==> src/rtl/hazard_ctrl.sv <==
// Pipeline sequencing controller: load-use stall, branch flush and memory freeze.
// Optional statistics counters are enabled with the HAZ_STATS_EN macro.
module hazard_ctrl #(
    parameter int unsigned STALL_CYCLES = 1,
    parameter int unsigned CNT_W        = 16
) (
    input  logic              clk,
    input  logic              rst_n,
    input  logic              id_valid,
    input  logic [31:0]       id_asel,
    input  logic [31:0]       id_bsel,
    input  logic              id_use_b,
    input  logic              ex_load,
    input  logic [31:0]       ex_dsel,
    input  logic              ex_br_taken,
    input  logic              mem_busy,
    output logic              pc_we,
    output logic              if_id_we,
    output logic              if_id_flush,
    output logic              id_ex_we,
    output logic              id_ex_bubble,
`ifdef HAZ_STATS_EN
    output logic [CNT_W-1:0]  stall_cnt,
    output logic [CNT_W-1:0]  flush_cnt,
    output logic [CNT_W-1:0]  freeze_cnt,
`endif
    output logic [1:0]        state
);

    typedef enum logic [1:0] {
        RUN     = 2'd0,
        LDSTALL = 2'd1,
        FREEZE  = 2'd2,
        ILLEGAL = 2'd3
    } state_t;

    localparam logic [31:0] NZ_MASK      = 32'hFFFF_FFFE;
    localparam logic [3:0]  STALL_RELOAD = 4'(STALL_CYCLES - 1);
    localparam bit          MULTI_STALL  = (STALL_CYCLES > 1);

    if (STALL_CYCLES < 1 || STALL_CYCLES > 15 || CNT_W < 1) begin : g_bad_cfg
        $error("hazard_ctrl: STALL_CYCLES must be 1..15 and CNT_W >= 1");
    end

    state_t     state_q, state_n;
    state_t     ret_q, ret_n;
    state_t     eff_state;
    logic [3:0] cnt_q, cnt_n;
    logic       a_hit, b_hit, hz;

    // r0 is hard-wired zero, so a load targeting it never creates a dependency
    assign a_hit = |(id_asel & ex_dsel & NZ_MASK);
    assign b_hit = id_use_b & (|(id_bsel & ex_dsel & NZ_MASK));
    assign hz    = id_valid & ex_load & (a_hit | b_hit);

    assign state = state_q;

    always_ff @(posedge clk or negedge rst_n) begin
        if (!rst_n) begin
            state_q <= RUN;
            ret_q   <= RUN;
            cnt_q   <= '0;
        end else begin
            state_q <= state_n;
            ret_q   <= ret_n;
            cnt_q   <= cnt_n;
        end
    end

    // On the release cycle of FREEZE the saved state is evaluated in full,
    // so that cycle counts as a normal RUN/LDSTALL cycle.
    always_comb begin
        pc_we        = 1'b0;
        if_id_we     = 1'b0;
        if_id_flush  = 1'b0;
        id_ex_we     = 1'b0;
        id_ex_bubble = 1'b0;
        state_n      = state_q;
        ret_n        = ret_q;
        cnt_n        = cnt_q;
        eff_state    = (state_q == FREEZE) ? ret_q : state_q;

        if (!rst_n) begin
            if_id_flush  = 1'b1;
            id_ex_bubble = 1'b1;
        end else if (mem_busy) begin
            if (state_q != FREEZE) begin
                ret_n   = (state_q == LDSTALL) ? LDSTALL : RUN;
                state_n = FREEZE;
            end
        end else begin
            case (eff_state)
                RUN: begin
                    if (ex_br_taken) begin
                        pc_we        = 1'b1;
                        if_id_we     = 1'b1;
                        if_id_flush  = 1'b1;
                        id_ex_we     = 1'b1;
                        id_ex_bubble = 1'b1;
                        state_n      = RUN;
                        cnt_n        = '0;
                    end else if (hz) begin
                        id_ex_we     = 1'b1;
                        id_ex_bubble = 1'b1;
                        if (MULTI_STALL) begin
                            cnt_n   = STALL_RELOAD;
                            state_n = LDSTALL;
                        end else begin
                            state_n = RUN;
                        end
                    end else begin
                        pc_we    = 1'b1;
                        if_id_we = 1'b1;
                        id_ex_we = 1'b1;
                        state_n  = RUN;
                    end
                end
                LDSTALL: begin
                    if (ex_br_taken) begin
                        pc_we        = 1'b1;
                        if_id_we     = 1'b1;
                        if_id_flush  = 1'b1;
                        id_ex_we     = 1'b1;
                        id_ex_bubble = 1'b1;
                        state_n      = RUN;
                        cnt_n        = '0;
                    end else begin
                        id_ex_we     = 1'b1;
                        id_ex_bubble = 1'b1;
                        cnt_n        = cnt_q - 4'd1;
                        state_n      = (cnt_q <= 4'd1) ? RUN : LDSTALL;
                    end
                end
                default: begin
                    state_n = RUN;
                    ret_n   = RUN;
                    cnt_n   = '0;
                end
            endcase
        end
    end

`ifdef HAZ_STATS_EN
    always_ff @(posedge clk or negedge rst_n) begin
        if (!rst_n) begin
            stall_cnt  <= '0;
            flush_cnt  <= '0;
            freeze_cnt <= '0;
        end else begin
            if (id_ex_bubble && !if_id_flush && stall_cnt != '1)
                stall_cnt <= stall_cnt + CNT_W'(1);
            if (if_id_flush && flush_cnt != '1)
                flush_cnt <= flush_cnt + CNT_W'(1);
            if (mem_busy && freeze_cnt != '1)
                freeze_cnt <= freeze_cnt + CNT_W'(1);
        end
    end
`endif

endmodule

==> config.mk <==
export PLATFORM = sky130hd
export DESIGN_NAME = hazard_ctrl
export DESIGN_NICKNAME = d
export VERILOG_FILES = /design/src/rtl/hazard_ctrl.sv
export SDC_FILE = /design/constraint.sdc
export NUM_CORES = 1
export LEC_CHECK = 0
export ABC_CLOCK_PERIOD_IN_PS = 1570
export BUFFER_PORTS_ARGS = -buffer_cell sky130_fd_sc_hd__buf_2
export CAP_MARGIN = 20
export CORE_MARGIN = 2
export CORE_UTILIZATION = 27
export DETAILED_ROUTE_END_ITERATION = 7
export MAX_ROUTING_LAYER = met4
export PLACE_DENSITY = 0.74
export SLEW_MARGIN = 0
export SYNTH_ARGS = -nofsm -noshare
export SYNTH_HDL_FRONTEND = slang
export SYNTH_SLANG_ARGS = --single-unit
==> constraint.sdc <==
create_clock -name clk -period 1.57 [get_ports clk]
set_input_delay 0.157 -clock clk [delete_from_list [all_inputs] [get_ports clk]]
set_output_delay 0.157 -clock clk [all_outputs]
set_load 0.02 [all_outputs]
==> results.ini <==
[worst_setup_path]
worst_path_max_delay_cell = o31a_1
crit_path_max_incr_delay_ns = 0.30
end_kind = output port
arrival_ns = 1.64
path_class = in2out
required_ns = 1.41
cp_cell_sequence = buf_6 -> a22o_1 -> a221oi_2 -> nand4_1 -> o31a_1 -> o311ai_4 -> o21ba_4 -> buf_4
cp-start-kind = input pin
path_max_fanout = 2

[power]
p_leak_uw = 0.000789
clkPwrFrac = 0.180
irDropWorstVdd_uv = 561
switchingPower_uw = 329
netSwitchingFraction = 0.358
p_seq_frac = 0.312
internal_power_uw = 591
power_density_nw_per_um2 = 618
comb_power_share = 0.508

[timing]
skew_ns = 0.00351
finalSetupViolCount = 3
max_freq_mhz = 555
fin_ws_ns = -0.230
relSlewSlack = 0.745
hold_violations = 0
max_slew.worst_pin.slew_ns = 0.382
final.min_clock_period_ns = 1.80
rsz0062_at_grt = yes
post-route-period-util = 1.15
setup_tns_ns = -0.663
report.final.slew_viol_count = 0

[final_layout]
n_antenna_cell = 0
nFillCells = 278
layoutNonFillerInstCount = 233
drive_above_1_share = 0.619
nNetsFinal = 308
area_growth_pct = 97.5

[drt]
drt_wl_total_mm = 3.50
vias = 1247
via_per_inst = 5.35
drt_iter0_drc = 54
drc = 0
drtPass1Iterations = 4
wire_per_inst_um = 15.0
ant_nets = 0

[global_route]
grt_antenna_before_repair = 0
grt_max_degree = 9
grt_pass1_wl_mm = 5.53
grt.total_usage = 0.222
overflow = 0
grt_pass1_vias = 1312

[synthesis]
synthesis.nets = 191
netlist-cell-type-count = 29
async_reset_ff_frac = 1.00
ys_seq_area_frac = 0.233
yosysWarnings = 0
syn_inst = 86
synth-seq-cells = 7
ys.flop_type = dfrtp_1
yosys.area.top_type_share = 0.233
ys_top_cells_by_area = dfrtp_1 (23%), a22o_1 (12%), a221oi_1 (8.1%)
synth_edf_count = 0
syn_avg_cell_area_sq_um = 8.76
syn_area_sq_um = 753
yosys.area.top_type = dfrtp_1

[clock_tree]
cts_buffers = 3
post_cts_buffers = 0
clk_pin_slew_ns = 0.05
clock_sinks = 7
insertion_delay_ns = 0.25
cts_tree = done
h-tree-depth = 1
clockBufferDepth = 2
cts_root_buf = clkbuf_4

[place]
gp_congestion = 0.876
portBuffers = 106
dp_hpwl_mm = 2.97
dp_cells = 228

[floorplanning]
fp.dieW_um = 56.8
start_util = 0.278
ios = 110
placeableCoreArea_sq_um = 2710
rows = 19
die_y_um = 56.8
die_area_sq_um = 3230

[flow_run]
maxCapViolations = 0

[min_path]
worst_hold_path_type = in2reg

[status]
violations = setup timing
status = complete, but fails checks

## cell usage after synthesis, types with 2 or more instances
master and number:
a22o_1 10, a22oi_1 8, a221oi_1 7, dfrtp_1 7, nand2_1 7, nor2_1 6
inv_1 5, a21oi_1 4, nand4_1 4, a221oi_2 3, a222oi_1 2, ha_1 2
nor2b_1 2, o21ai_0 2, o21ai_1 2, xnor2_1 2
## layer usage
metal,GRT usage,vias to the layer above,part of all wire
met2,0.417,75,0.54
li1,-,594,-
met3,0.0438,12,0.078
met4,0.0698,0,0.027
met1,0.231,566,0.35
met5,-,-,0
## metrics by stage
stage           util  cell area (sq um)  worst slack [ns]  total power (uW)  hold WS (ns)
2_1_floorplan      -                767           -0.0868               509        -0.139
3_3_place_gp   0.506               1370            -0.294               716         0.110
3_5_place_dp   0.506               1370            -0.316               725         0.109
4_1_cts        0.531               1440            -0.303               908         0.190
5_1_grt        0.549               1490            -0.338              1000         0.222
6_report       0.549               1490            -0.230               920         0.191
## final cells by class
class                           instances  area [sq um]  share of cell area
Inverter                                5          18.8              0.0126
Sequential cell                         7           176               0.119
Clock buffer                            4          26.3              0.0177
Timing Repair Buffer                  113           653               0.439
Tap cell                               31          38.8              0.0261
Multi-Input combinational cell         73           574               0.386
## final timing paths
check | startpoint | end | slack, ns | cells after the start
max | id_bsel[3] | pc_we | -0.23 | 8
min in group asynchronous | rst_n | cnt_q[3] | 0.49 | 3
max reg2reg | ret_q[0] | cnt_q[3] | 0.17 | 6
max in group asynchronous | rst_n | state[0] | 0.81 | 3
min | mem_busy | state[1] | 0.19 | 3
min reg2reg | cnt_q[1] | cnt_q[1] | 0.54 | 2
## power by group through the flow
| stage | clock, uW | combinational, uW | sequential [uW] |
|---|---|---|---|
| floorplan | 0 | 222 | 288 |
| detailed placement | 0 | 439 | 286 |
| CTS | 171 | 452 | 285 |
| finish | 166 | 467 | 287 |
| global placement | 0 | 430 | 287 |
| global route | 190 | 518 | 294 |
## cell usage in the layout (no fill, tap or decap), drive strengths merged
cell type	n
nand4	5
a22o	10
a222oi	2
nor4	1
a31oi	1
o311ai	1
dlygate4sd3	1
o22ai	1
nand2	7
o21ai	4
ha	2
clkbuf	4
a32oi	1
inv	5
nor2b	2
nor3	1
or2	1
o31a	1
xnor2	2
nor2	6
dfrtp	7
a22oi	8
a221oi	10
a21oi	4
mux2i	1
nand2b	1
o21ba	1
buf	112
## state kept, by name (all words and copies together), names as in the netlist
| signal | cells |
|---|---|
| cnt_q | 4 |
| ret_q | 1 |
| state | 2 |
## what timing repair did
item	CTS	global route
pin swaps	1	3
endpoints found under the hold margin	7	0
endpoints found under the setup margin	3	5
hold buffers	1	0
resized for setup	6	10
cloned	0	0
## critical path, delay by kind of cell
kind            cells  cell delay, ns
simple gates        1            0.14
buf+inv             2            0.22
compound gates      5            1.13
## cells by family (layout without fill, tap and decap cells)
logic type | count (synthesis) | in the layout | share of synthesized area
adders and majority gates | 2 | 2 | 0.0332
xor gates and xnor gates | 2 | 2 | 0.0233
AOI/OAI and AO/OA | 44 | 44 | 0.492
buffers and inverters | 6 | 122 | 0.0349
DFF | 7 | 7 | 0.233
and+or+nand+nor | 24 | 24 | 0.171
muxes | 1 | 1 | 0.0133
Power figures use the tool's default switching activity.
